`src/rtl/mem_stage_lsu_pkg.sv`:
```
// Shared definitions for the MEM-stage load/store unit: op codes, FSM states, access sizes.
package mem_stage_lsu_pkg;

    localparam int unsigned OP_W   = 8;
    localparam int unsigned DATA_W = 32;

    localparam logic [OP_W-1:0] EXE_LB_OP  = 8'hE0;
    localparam logic [OP_W-1:0] EXE_LH_OP  = 8'hE1;
    localparam logic [OP_W-1:0] EXE_LW_OP  = 8'hE3;
    localparam logic [OP_W-1:0] EXE_LBU_OP = 8'hE4;
    localparam logic [OP_W-1:0] EXE_LHU_OP = 8'hE5;
    localparam logic [OP_W-1:0] EXE_SB_OP  = 8'hE8;
    localparam logic [OP_W-1:0] EXE_SH_OP  = 8'hE9;
    localparam logic [OP_W-1:0] EXE_SW_OP  = 8'hEB;

    typedef enum logic [2:0] {
        ST_IDLE  = 3'd0,
        ST_REQ   = 3'd1,
        ST_WAIT  = 3'd2,
        ST_DRAIN = 3'd3,
        ST_DONE  = 3'd4
    } lsu_state_e;

    localparam logic [1:0] SIZE_B = 2'd0;
    localparam logic [1:0] SIZE_H = 2'd1;
    localparam logic [1:0] SIZE_W = 2'd2;

    function automatic logic is_load(input logic [OP_W-1:0] op);
        return op inside {EXE_LB_OP, EXE_LBU_OP, EXE_LH_OP, EXE_LHU_OP, EXE_LW_OP};
    endfunction

    function automatic logic is_store(input logic [OP_W-1:0] op);
        return op inside {EXE_SB_OP, EXE_SH_OP, EXE_SW_OP};
    endfunction

    function automatic logic [1:0] op_size(input logic [OP_W-1:0] op);
        logic [1:0] sz;
        case (op)
            EXE_LH_OP, EXE_LHU_OP, EXE_SH_OP: sz = SIZE_H;
            EXE_LW_OP, EXE_SW_OP:             sz = SIZE_W;
            default:                          sz = SIZE_B;
        endcase
        return sz;
    endfunction

    function automatic logic misaligned(input logic [OP_W-1:0] op, input logic [1:0] a);
        logic m;
        case (op)
            EXE_LH_OP, EXE_LHU_OP, EXE_SH_OP: m = a[0];
            EXE_LW_OP, EXE_SW_OP:             m = |a;
            default:                          m = 1'b0;
        endcase
        return m;
    endfunction

endpackage

```
`src/rtl/mem_stage_lsu_load_ext.sv`:
```
// Load result extraction: selects the byte/half lane of a raw bus word and sign/zero-extends it.
module mem_stage_lsu_load_ext
    import mem_stage_lsu_pkg::*;
(
    input  logic [OP_W-1:0]   i_op,
    input  logic [1:0]        i_addr_lo,
    input  logic [DATA_W-1:0] i_raw,
    output logic [DATA_W-1:0] o_data
);

    logic [7:0]  w_byte;
    logic [15:0] w_half;

    always_comb begin
        case (i_addr_lo)
            2'd0:    w_byte = i_raw[7:0];
            2'd1:    w_byte = i_raw[15:8];
            2'd2:    w_byte = i_raw[23:16];
            default: w_byte = i_raw[31:24];
        endcase
        w_half = i_addr_lo[1] ? i_raw[31:16] : i_raw[15:0];
    end

    // Non-load ops (stores included) yield zero.
    always_comb begin
        case (i_op)
            EXE_LB_OP:  o_data = {{24{w_byte[7]}}, w_byte};
            EXE_LBU_OP: o_data = {24'h0, w_byte};
            EXE_LH_OP:  o_data = {{16{w_half[15]}}, w_half};
            EXE_LHU_OP: o_data = {16'h0, w_half};
            EXE_LW_OP:  o_data = i_raw;
            default:    o_data = '0;
        endcase
    end

endmodule

```
`src/rtl/mem_stage_lsu.sv`:
```
// MEM-stage load/store unit: alignment check, single-outstanding req/addr_ok/data_ok bus master,
// store lane placement and extended load result with pipeline stall.
module mem_stage_lsu
    import mem_stage_lsu_pkg::*;
#(
    parameter int unsigned ADDR_W          = 32,
    parameter bit          STORE_REPLICATE = 1'b1
) (
    input  logic              clk,
    input  logic              rst,
    input  logic              mem_valid_i,
    input  logic [OP_W-1:0]   op_i,
    input  logic [31:0]       addr_i,
    input  logic [31:0]       wdata_i,
    input  logic              flush_i,
    input  logic              adv_i,
    output logic              data_req,
    output logic              data_wr,
    output logic [1:0]        data_size,
    output logic [ADDR_W-1:0] data_addr,
    output logic [31:0]       data_wdata,
    input  logic              data_addr_ok,
    input  logic              data_data_ok,
    input  logic [31:0]       data_rdata,
    output logic [31:0]       rdata_o,
    output logic              done_o,
    output logic              stall_o,
    output logic              adel_o,
    output logic              ades_o,
    output logic [31:0]       badvaddr_o
);

    lsu_state_e        r_state;
    lsu_state_e        w_next;
    logic [OP_W-1:0]   r_op;
    logic [31:0]       r_addr;
    logic [31:0]       r_wdata;
    logic [31:0]       r_rdata;
    logic              w_is_mem;
    logic              w_misalign;
    logic              w_start;
    logic              w_req;
    logic              w_stall;
    logic              w_cap_rdata;
    logic [31:0]       w_lane_wdata;

    // Reset gates the combinational paths so every output reads zero while rst is low.
    always_comb begin
        w_is_mem   = is_load(op_i) | is_store(op_i);
        w_misalign = w_is_mem & misaligned(op_i, addr_i[1:0]);
        w_start    = rst & mem_valid_i & w_is_mem & ~w_misalign & ~flush_i & (r_state == ST_IDLE);
        adel_o     = rst & mem_valid_i & w_misalign & is_load(op_i);
        ades_o     = rst & mem_valid_i & w_misalign & is_store(op_i);
        badvaddr_o = (adel_o | ades_o) ? addr_i : 32'h0;
    end

    always_ff @(posedge clk or negedge rst) begin
        if (!rst) r_state <= ST_IDLE;
        else      r_state <= w_next;
    end

    // A flush with addr_ok already seen must drain the pending data_ok before going idle.
    always_comb begin
        w_next      = r_state;
        w_req       = 1'b0;
        w_stall     = 1'b0;
        w_cap_rdata = 1'b0;
        case (r_state)
            ST_IDLE: begin
                if (w_start) begin
                    w_next  = ST_REQ;
                    w_stall = 1'b1;
                end
            end
            ST_REQ: begin
                w_req   = 1'b1;
                w_stall = 1'b1;
                if (data_addr_ok) begin
                    if (flush_i)           w_next = data_data_ok ? ST_IDLE : ST_DRAIN;
                    else if (data_data_ok) begin
                        w_next      = ST_DONE;
                        w_cap_rdata = 1'b1;
                    end
                    else                   w_next = ST_WAIT;
                end else if (flush_i) begin
                    w_next = ST_IDLE;
                end
            end
            ST_WAIT: begin
                w_stall = 1'b1;
                if (flush_i)           w_next = data_data_ok ? ST_IDLE : ST_DRAIN;
                else if (data_data_ok) begin
                    w_next      = ST_DONE;
                    w_cap_rdata = 1'b1;
                end
            end
            ST_DRAIN: begin
                w_stall = 1'b1;
                if (data_data_ok) w_next = ST_IDLE;
            end
            ST_DONE: begin
                if (adv_i | flush_i) w_next = ST_IDLE;
            end
            default: w_next = ST_IDLE;
        endcase
    end

    always_ff @(posedge clk or negedge rst) begin
        if (!rst) begin
            r_op    <= '0;
            r_addr  <= '0;
            r_wdata <= '0;
            r_rdata <= '0;
        end else begin
            if (w_start) begin
                r_op    <= op_i;
                r_addr  <= addr_i;
                r_wdata <= wdata_i;
            end
            if (w_cap_rdata) r_rdata <= data_rdata;
        end
    end

    always_comb begin
        case (r_op)
            EXE_SB_OP: w_lane_wdata = STORE_REPLICATE ? {4{r_wdata[7:0]}}
                                    : (DATA_W'(r_wdata[7:0]) << {r_addr[1:0], 3'b000});
            EXE_SH_OP: w_lane_wdata = STORE_REPLICATE ? {2{r_wdata[15:0]}}
                                    : (r_addr[1] ? {r_wdata[15:0], 16'h0} : {16'h0, r_wdata[15:0]});
            default:   w_lane_wdata = r_wdata;
        endcase
    end

    mem_stage_lsu_load_ext u_load_ext (
        .i_op      (r_op),
        .i_addr_lo (r_addr[1:0]),
        .i_raw     (r_rdata),
        .o_data    (rdata_o)
    );

    assign data_req   = w_req;
    assign stall_o    = w_stall;
    assign done_o     = (r_state == ST_DONE);
    assign data_wr    = is_store(r_op);
    assign data_size  = op_size(r_op);
    assign data_addr  = r_addr[ADDR_W-1:0];
    assign data_wdata = w_lane_wdata;

endmodule

```
`config.mk`:
```
export PLATFORM = sky130hd
export DESIGN_NAME = mem_stage_lsu
export DESIGN_NICKNAME = d
export VERILOG_FILES = /design/src/rtl/mem_stage_lsu_pkg.sv /design/src/rtl/mem_stage_lsu_load_ext.sv /design/src/rtl/mem_stage_lsu.sv
export SDC_FILE = /design/constraint.sdc
export NUM_CORES = 1
export LEC_CHECK = 0
export BUFFER_PORTS_ARGS = -buffer_cell sky130_fd_sc_hd__clkbuf_2
export CAP_MARGIN = 20
export CORE_MARGIN = 1
export CORE_UTILIZATION = 43
export CTS_CLUSTER_SIZE = 10
export DETAILED_ROUTE_END_ITERATION = 6
export PLACE_DENSITY_LB_ADDON = 0.2
export SETUP_SLACK_MARGIN = 0.5
export SKIP_CTS_REPAIR_TIMING = 1
export SYNTH_ARGS = -nofsm -noshare
export SYNTH_HDL_FRONTEND = slang
export SYNTH_HIERARCHICAL = 1
export SYNTH_SLANG_ARGS = --single-unit
```
`constraint.sdc`:
```
create_clock -name clk -period 1.9 [get_ports clk]
set_input_delay 0.19 -clock clk [delete_from_list [all_inputs] [get_ports clk]]
set_output_delay 0.19 -clock clk [all_outputs]
set_load 0.01 [all_outputs]
```
==> flow_summary.json, run 1 <==
{
  "port_buffers": 246,
  "rows": 41,
  "clock_power_share": 0.331,
  "die_area_um2": 13600,
  "synth_cell_type_count": 53,
  "ir_worst_vdd_v": 0.000508,
  "die_h_um": 117,
  "fin_util": 0.728,
  "p_sw_mw": 1.51,
  "num_vias": 4920,
  "max_stage_delay_ns": 0.47,
  "rsz0062_at_grt": "yes",
  "ant_nets": 0,
  "fillerInstances": 839,
  "max_freq_mhz": 466,
  "clockRootBuffer": "clkbuf_16",
  "clkLatencyLatePin_ns": 0.35,
  "grt_antenna_before_repair": 0,
  "clkTransAtPathRegs_ns": 0.07,
  "grt_pass1_vias": 4534,
  "cp-start-kind": "register",
  "status": "finished with violations",
  "tightest_slew_ns": 0.569,
  "syn_to_final_growth_pct": 63.7,
  "cts_num_sinks": 107,
  "grt_pass1_wl_um": 23300,
  "via_per_inst": 5.31,
  "setup_viol": 56,
  "drv_cap": 0,
  "first_iter_violations": 229,
  "violations": "negative hold slack, negative setup slack",
  "numCtsBuffers": 9,
  "ys_dominant_reg_cell": "dfrtp_1",
  "worstSetupPathType": "reg -> out",
  "diodes": 0,
  "pwr-share-comb": 0.186,
  "final_hold_viol_count": 5,
  "syn_area_um2": 5660,
  "total_power_mw": 5.51,
  "hold_class": "in -> async",
  "p_leak_nw": 5.00,
  "power_density_nw_per_um2": 594,
  "drv_slew": 0,
  "critPathCaptureType": "output port",
  "cts_tree": "done",
  "p_int_mw": 4.00,
  "layout.nets": 861,
  "ys_seq_elements": 107,
  "path_cells": "or3_1 > o32a_2 > a21oi_4 > buf_12 > a21o_1 > clkbuf_2",
  "slew_headroom": 0.621,
  "postSynthAreaPerCell_um2": 12.5,
  "arrival_ns": 1.96,
  "io_pins": 247,
  "synth.largest_area_cell": "dfrtp_1",
  "min_period_ns": 2.15,
  "dp_hpwl_um": 11400,
  "ys_top_cells_by_count": "dfrtp_1 (107), mux2_1 (66), mux2_2 (52), and2_1 (33), a21o_1 (24)",
  "pwr-share-seq": 0.483,
  "cp_slowest_cell": "dfrtp_2",
  "overflow": 0,
  "gp_routability_congestion": 0.801,
  "grt_max_degree": 108,
  "drc": 0,
  "wl_um": 17500,
  "worst_slack_ns": -0.246,
  "fin_crit_sh": 1.13,
  "die_w_um": 117,
  "whs_ns": -0.0123,
  "synth_top_area_frac": 0.473,
  "netlist_instances": 452,
  "skew_ns": 0.00642,
  "initial_core_util": 0.445,
  "cts_buffer_depth": 2,
  "core-area_um2": 12700,
  "drive_gt1_frac": 0.725,
  "synth.most_common_cell": "dfrtp_1",
  "yosys_warnings": 6,
  "drt_first_pass_iters": 4,
  "swShare": 0.274,
  "async_flop_share": 1.00,
  "cp_max_fo": 16,
  "wl_per_cell_um": 18.9,
  "place_ws_ns": 0.0190,
  "grt_usage": 0.224,
  "worstPathRequired_ns": 1.71,
  "htreeDepth": 3,
  "syn_nets": 563,
  "synth_edf_count": 0,
  "synth-seq-area-share": 0.473,
  "synth_area_leaders": "dfrtp_1 (47%), mux2_1 (13%), mux2_2 (10%)"
}
layer usage:
metal  part of all wire  track usage  wire length [um]  vias up
met2               0.51        0.376              8860      182
met3              0.056       0.0503               975       19
met4              0.017       0.0903               292        0
li1                   -            -                 -     2244
met1               0.42        0.279              7410     2475
met5                  0            0                 0        -
metrics by stage:
stage                     std cells  setup TNS, ns  cell area [um^2]  hold WS (ns)
after global routing            927         -15.92              9270        0.0465
final                           927         -10.87              9270       -0.0123
after CTS                       891         -14.91              8260        0.0258
after global placement          875              0              7970         0.398
after detailed placement        875              0              7970         0.400
after floorplan                 452              0              6470        -0.106
placed cells by master (no fill, tap or decap), types with 2 or more instances in the layout:
| cell | instances |
|---|---|
| a21o_1 | 24 |
| a21oi_1 | 2 |
| a21oi_4 | 2 |
| a221o_1 | 8 |
| and2_4 | 32 |
| buf_12 | 11 |
| buf_2 | 11 |
| buf_4 | 32 |
| buf_6 | 67 |
| buf_8 | 2 |
| clkbuf_16 | 15 |
| clkbuf_2 | 191 |
| clkinv_4 | 2 |
| dfrtp_1 | 102 |
| dfrtp_2 | 5 |
| inv_1 | 9 |
| inv_8 | 2 |
| mux2_2 | 2 |
| mux2_4 | 116 |
| mux2i_1 | 17 |
| mux4_2 | 7 |
| nand2_1 | 6 |
| nand2_4 | 7 |
| nand2b_1 | 4 |
| nand2b_4 | 2 |
| nand4_1 | 3 |
| nand4_4 | 2 |
| nand4b_1 | 2 |
| nor2_1 | 6 |
| nor2_2 | 2 |
| nor2b_1 | 2 |
| nor3_4 | 2 |
| nor3b_2 | 4 |
| nor4_1 | 2 |
| o21ai_4 | 8 |
| o22ai_1 | 7 |
cell type report:
class	count	area, um^2	share of cell area
clock buffers	9	225	0.0243
clock inverters	7	61.3	0.00662
inverters	9	33.8	0.00365
multi-input cells	302	3610	0.390
flip-flops and latches	107	2680	0.290
well taps	172	215	0.0232
repair buffers	321	2430	0.263
power groups by stage:
| stage | Sequential, mW | Clock (mW) | Combinational [mW] |
|---|---|---|---|
| 2_1_floorplan | 2.66 | 0 | 0.549 |
| 3_3_place_gp | 2.68 | 0 | 0.917 |
| 5_1_grt | 2.68 | 1.97 | 1.10 |
| 3_5_place_dp | 2.69 | 0 | 0.941 |
| 6_report | 2.66 | 1.82 | 1.03 |
| 4_1_cts | 2.65 | 1.86 | 0.945 |
cell families (layout without fill, tap and decap cells):
| group | Yosys count | count (layout) | share of synthesized area |
|---|---|---|---|
| multiplexers | 143 | 143 | 0.294 |
| buffers and inverters | 44 | 346 | 0.0413 |
| AND/OR/NAND/NOR | 93 | 94 | 0.103 |
| flip-flops | 107 | 107 | 0.473 |
| AO/OA/AOI/OAI | 65 | 65 | 0.0880 |
worst max-delay path, delay by kind of cell (launching register included):
kind	cells	cell delay (ns)
buffers and inverters	2	0.29
AO/OA/AOI/OAI	3	0.47
flip-flops	1	0.47
AND/OR/NAND/NOR	1	0.38
path summary, 6_finish.rpt:
check | end | depth (start not counted) | startpoint | slack [ns]
hold reg to reg | r_op[6] | 1 | r_op[6] | 0.48
setup reg to reg | r_rdata[9] | 5 | r_state[1] | 0.15
hold / removal | r_wdata[25] | 2 | rst | -0.01
max in group asynchronous | r_state[1] | 2 | rst | 1.47
min in group clk | r_wdata[23] | 2 | wdata_i[23] | 0.07
setup / recovery | rdata_o[24] | 6 | data_addr[1] | -0.25
sequential cells by signal, indices dropped and copies added, names as in the netlist:
register	flops
r_wdata	32
r_state	3
data_addr	32
r_op	8
r_rdata	32
Power figures use the tool's default switching activity.
==> run 2: changes to the inputs <==
CORE_UTILIZATION = 52   (was 43)
clock period = 2.51 ns   (was 1.9 ns; I/O delays follow)
==> flow_summary.json, run 2 (synthesis gave the netlist of run 1 again) <==
{
  "fin_util": 0.706,
  "reg2reg_depth": 4,
  "num_vias": 4589,
  "worstSetupPathType": "reg -> out",
  "gp_routability_congestion": 0.814,
  "via_per_inst": 5.46,
  "grt_antenna_before_repair": 0,
  "clkLatencyLatePin_ns": 0.38,
  "fillerInstances": 816,
  "worstPathRequired_ns": 2.26,
  "max_freq_mhz": 432,
  "place_ws_ns": 0.290,
  "grt_usage": 0.257,
  "die_area_um2": 11300,
  "wl_um": 14600,
  "worst_slack_ns": 0.195,
  "skew_ns": 0.00604,
  "drc": 0,
  "arrival_ns": 2.06,
  "grt_pass1_vias": 4423,
  "status": "complete, no violations",
  "cp-start-kind": "register",
  "io_pins": 247,
  "overflow": 0,
  "r2r_start": "r_state[0]",
  "initial_core_util": 0.541,
  "dp_hpwl_um": 10400,
  "layout_commonest_cell": "clkbuf_2",
  "final_cell_area_um2": 7390,
  "first_iter_violations": 221,
  "tightest_slew_ns": 0.726,
  "numCtsBuffers": 9,
  "diodes": 0,
  "die_w_um": 106,
  "wl_per_cell_um": 17.4,
  "fin_crit_sh": 0.922,
  "hold_class": "in -> async",
  "drv_cap": 0,
  "clkTransAtPathRegs_ns": 0.10,
  "cp_max_fo": 16,
  "final_cell_mix": "clkbuf_2 (242), dfrtp_1 (103), mux2_1 (66)",
  "cts_num_sinks": 107,
  "die_h_um": 106,
  "rows": 37,
  "cts_buffer_depth": 2,
  "slew_headroom": 0.516,
  "grt_max_degree": 57,
  "placed_cell_area_um2": 6970,
  "p_leak_nw": 4.09,
  "drive_gt1_frac": 0.522,
  "critPathCaptureType": "output port",
  "syn_to_final_growth_pct": 30.5,
  "rsz0062_at_grt": "yes",
  "ant_nets": 0,
  "layout.nets": 812,
  "tns_ns": 0,
  "grt_pass1_wl_um": 22300,
  "port_buffers": 246,
  "htreeDepth": 3,
  "final_hold_viol_count": 0,
  "total_power_mw": 3.50,
  "drt_first_pass_iters": 4,
  "cts_tree": "done",
  "min_period_ns": 2.32,
  "core-area_um2": 10500,
  "clockRootBuffer": "clkbuf_8",
  "power_density_nw_per_um2": 474,
  "setup_viol": 0,
  "drv_slew": 0,
  "crit_start": "data_addr[1]",
  "ir_worst_vdd_v": 0.000575
}
==> run 2: cell count changes in the layout (fill, tap and decap cells not counted), sizes merged <==
| cell | before | now |
|---|---|---|
| nand4 | 5 | 4 |
| clkinvlp | 1 | 2 |
| buf | 124 | 30 |
| nor2 | 9 | 10 |
| clkinv | 3 | 2 |
| inv | 12 | 9 |
| clkbuf | 206 | 253 |
==> run 2: per-layer routing <==
layer,wire [um],vias to the layer above,global-route usage
li1,-,2144,-
met1,5910,2245,0.309
met2,7460,175,0.435
met3,926,25,0.0693
met4,347,0,0.103
met5,0,-,0
==> run 2: where the power goes <==
group	switching (mW)	total, mW	internal (mW)
combinational	0.264	0.579	0.316
clock	0.573	0.929	0.356
sequential	0.130	2.00	1.87
total	0.967	3.50	2.54
==> run 2: cell type report <==
| type | instances | area [um^2] | area share |
|---|---|---|---|
| clock buffer | 11 | 131 | 0.0178 |
| multi-input combinational | 302 | 2850 | 0.386 |
| sequential | 107 | 2680 | 0.363 |
| inverter | 9 | 33.8 | 0.00457 |
| timing repair buffer | 272 | 1490 | 0.202 |
| tap | 136 | 170 | 0.0230 |
| clock inverter | 4 | 28.8 | 0.00390 |
==> run 2: worst paths after layout <==
path	slack [ns]	to
worst max-delay path	0.19	rdata_o[29]
worst min-delay path	0.04	r_rdata[3]
worst max register to register	0.59	r_wdata[22]
worst min register to register	0.50	data_addr[10]
max in group asynchronous	1.24	r_op[1]
min in group clk	0.08	r_wdata[4]
==> run 2: critical path, stage by stage, from the launching register on <==
cell and delay [ns]:
dfrtp_2 0.47, or3_4 0.40, o32a_4 0.22, a21oi_4 0.17, buf_12 0.17, a21o_1 0.11
clkbuf_2 0.13
==> run 2: per-stage QoR <==
step                      hold slack (ns)  cells
after floorplan                   -0.0446    452
after global placement              0.464    811
after detailed placement            0.466    811
after CTS                          0.0587    826
after global routing               0.0631    841
final                              0.0388    841
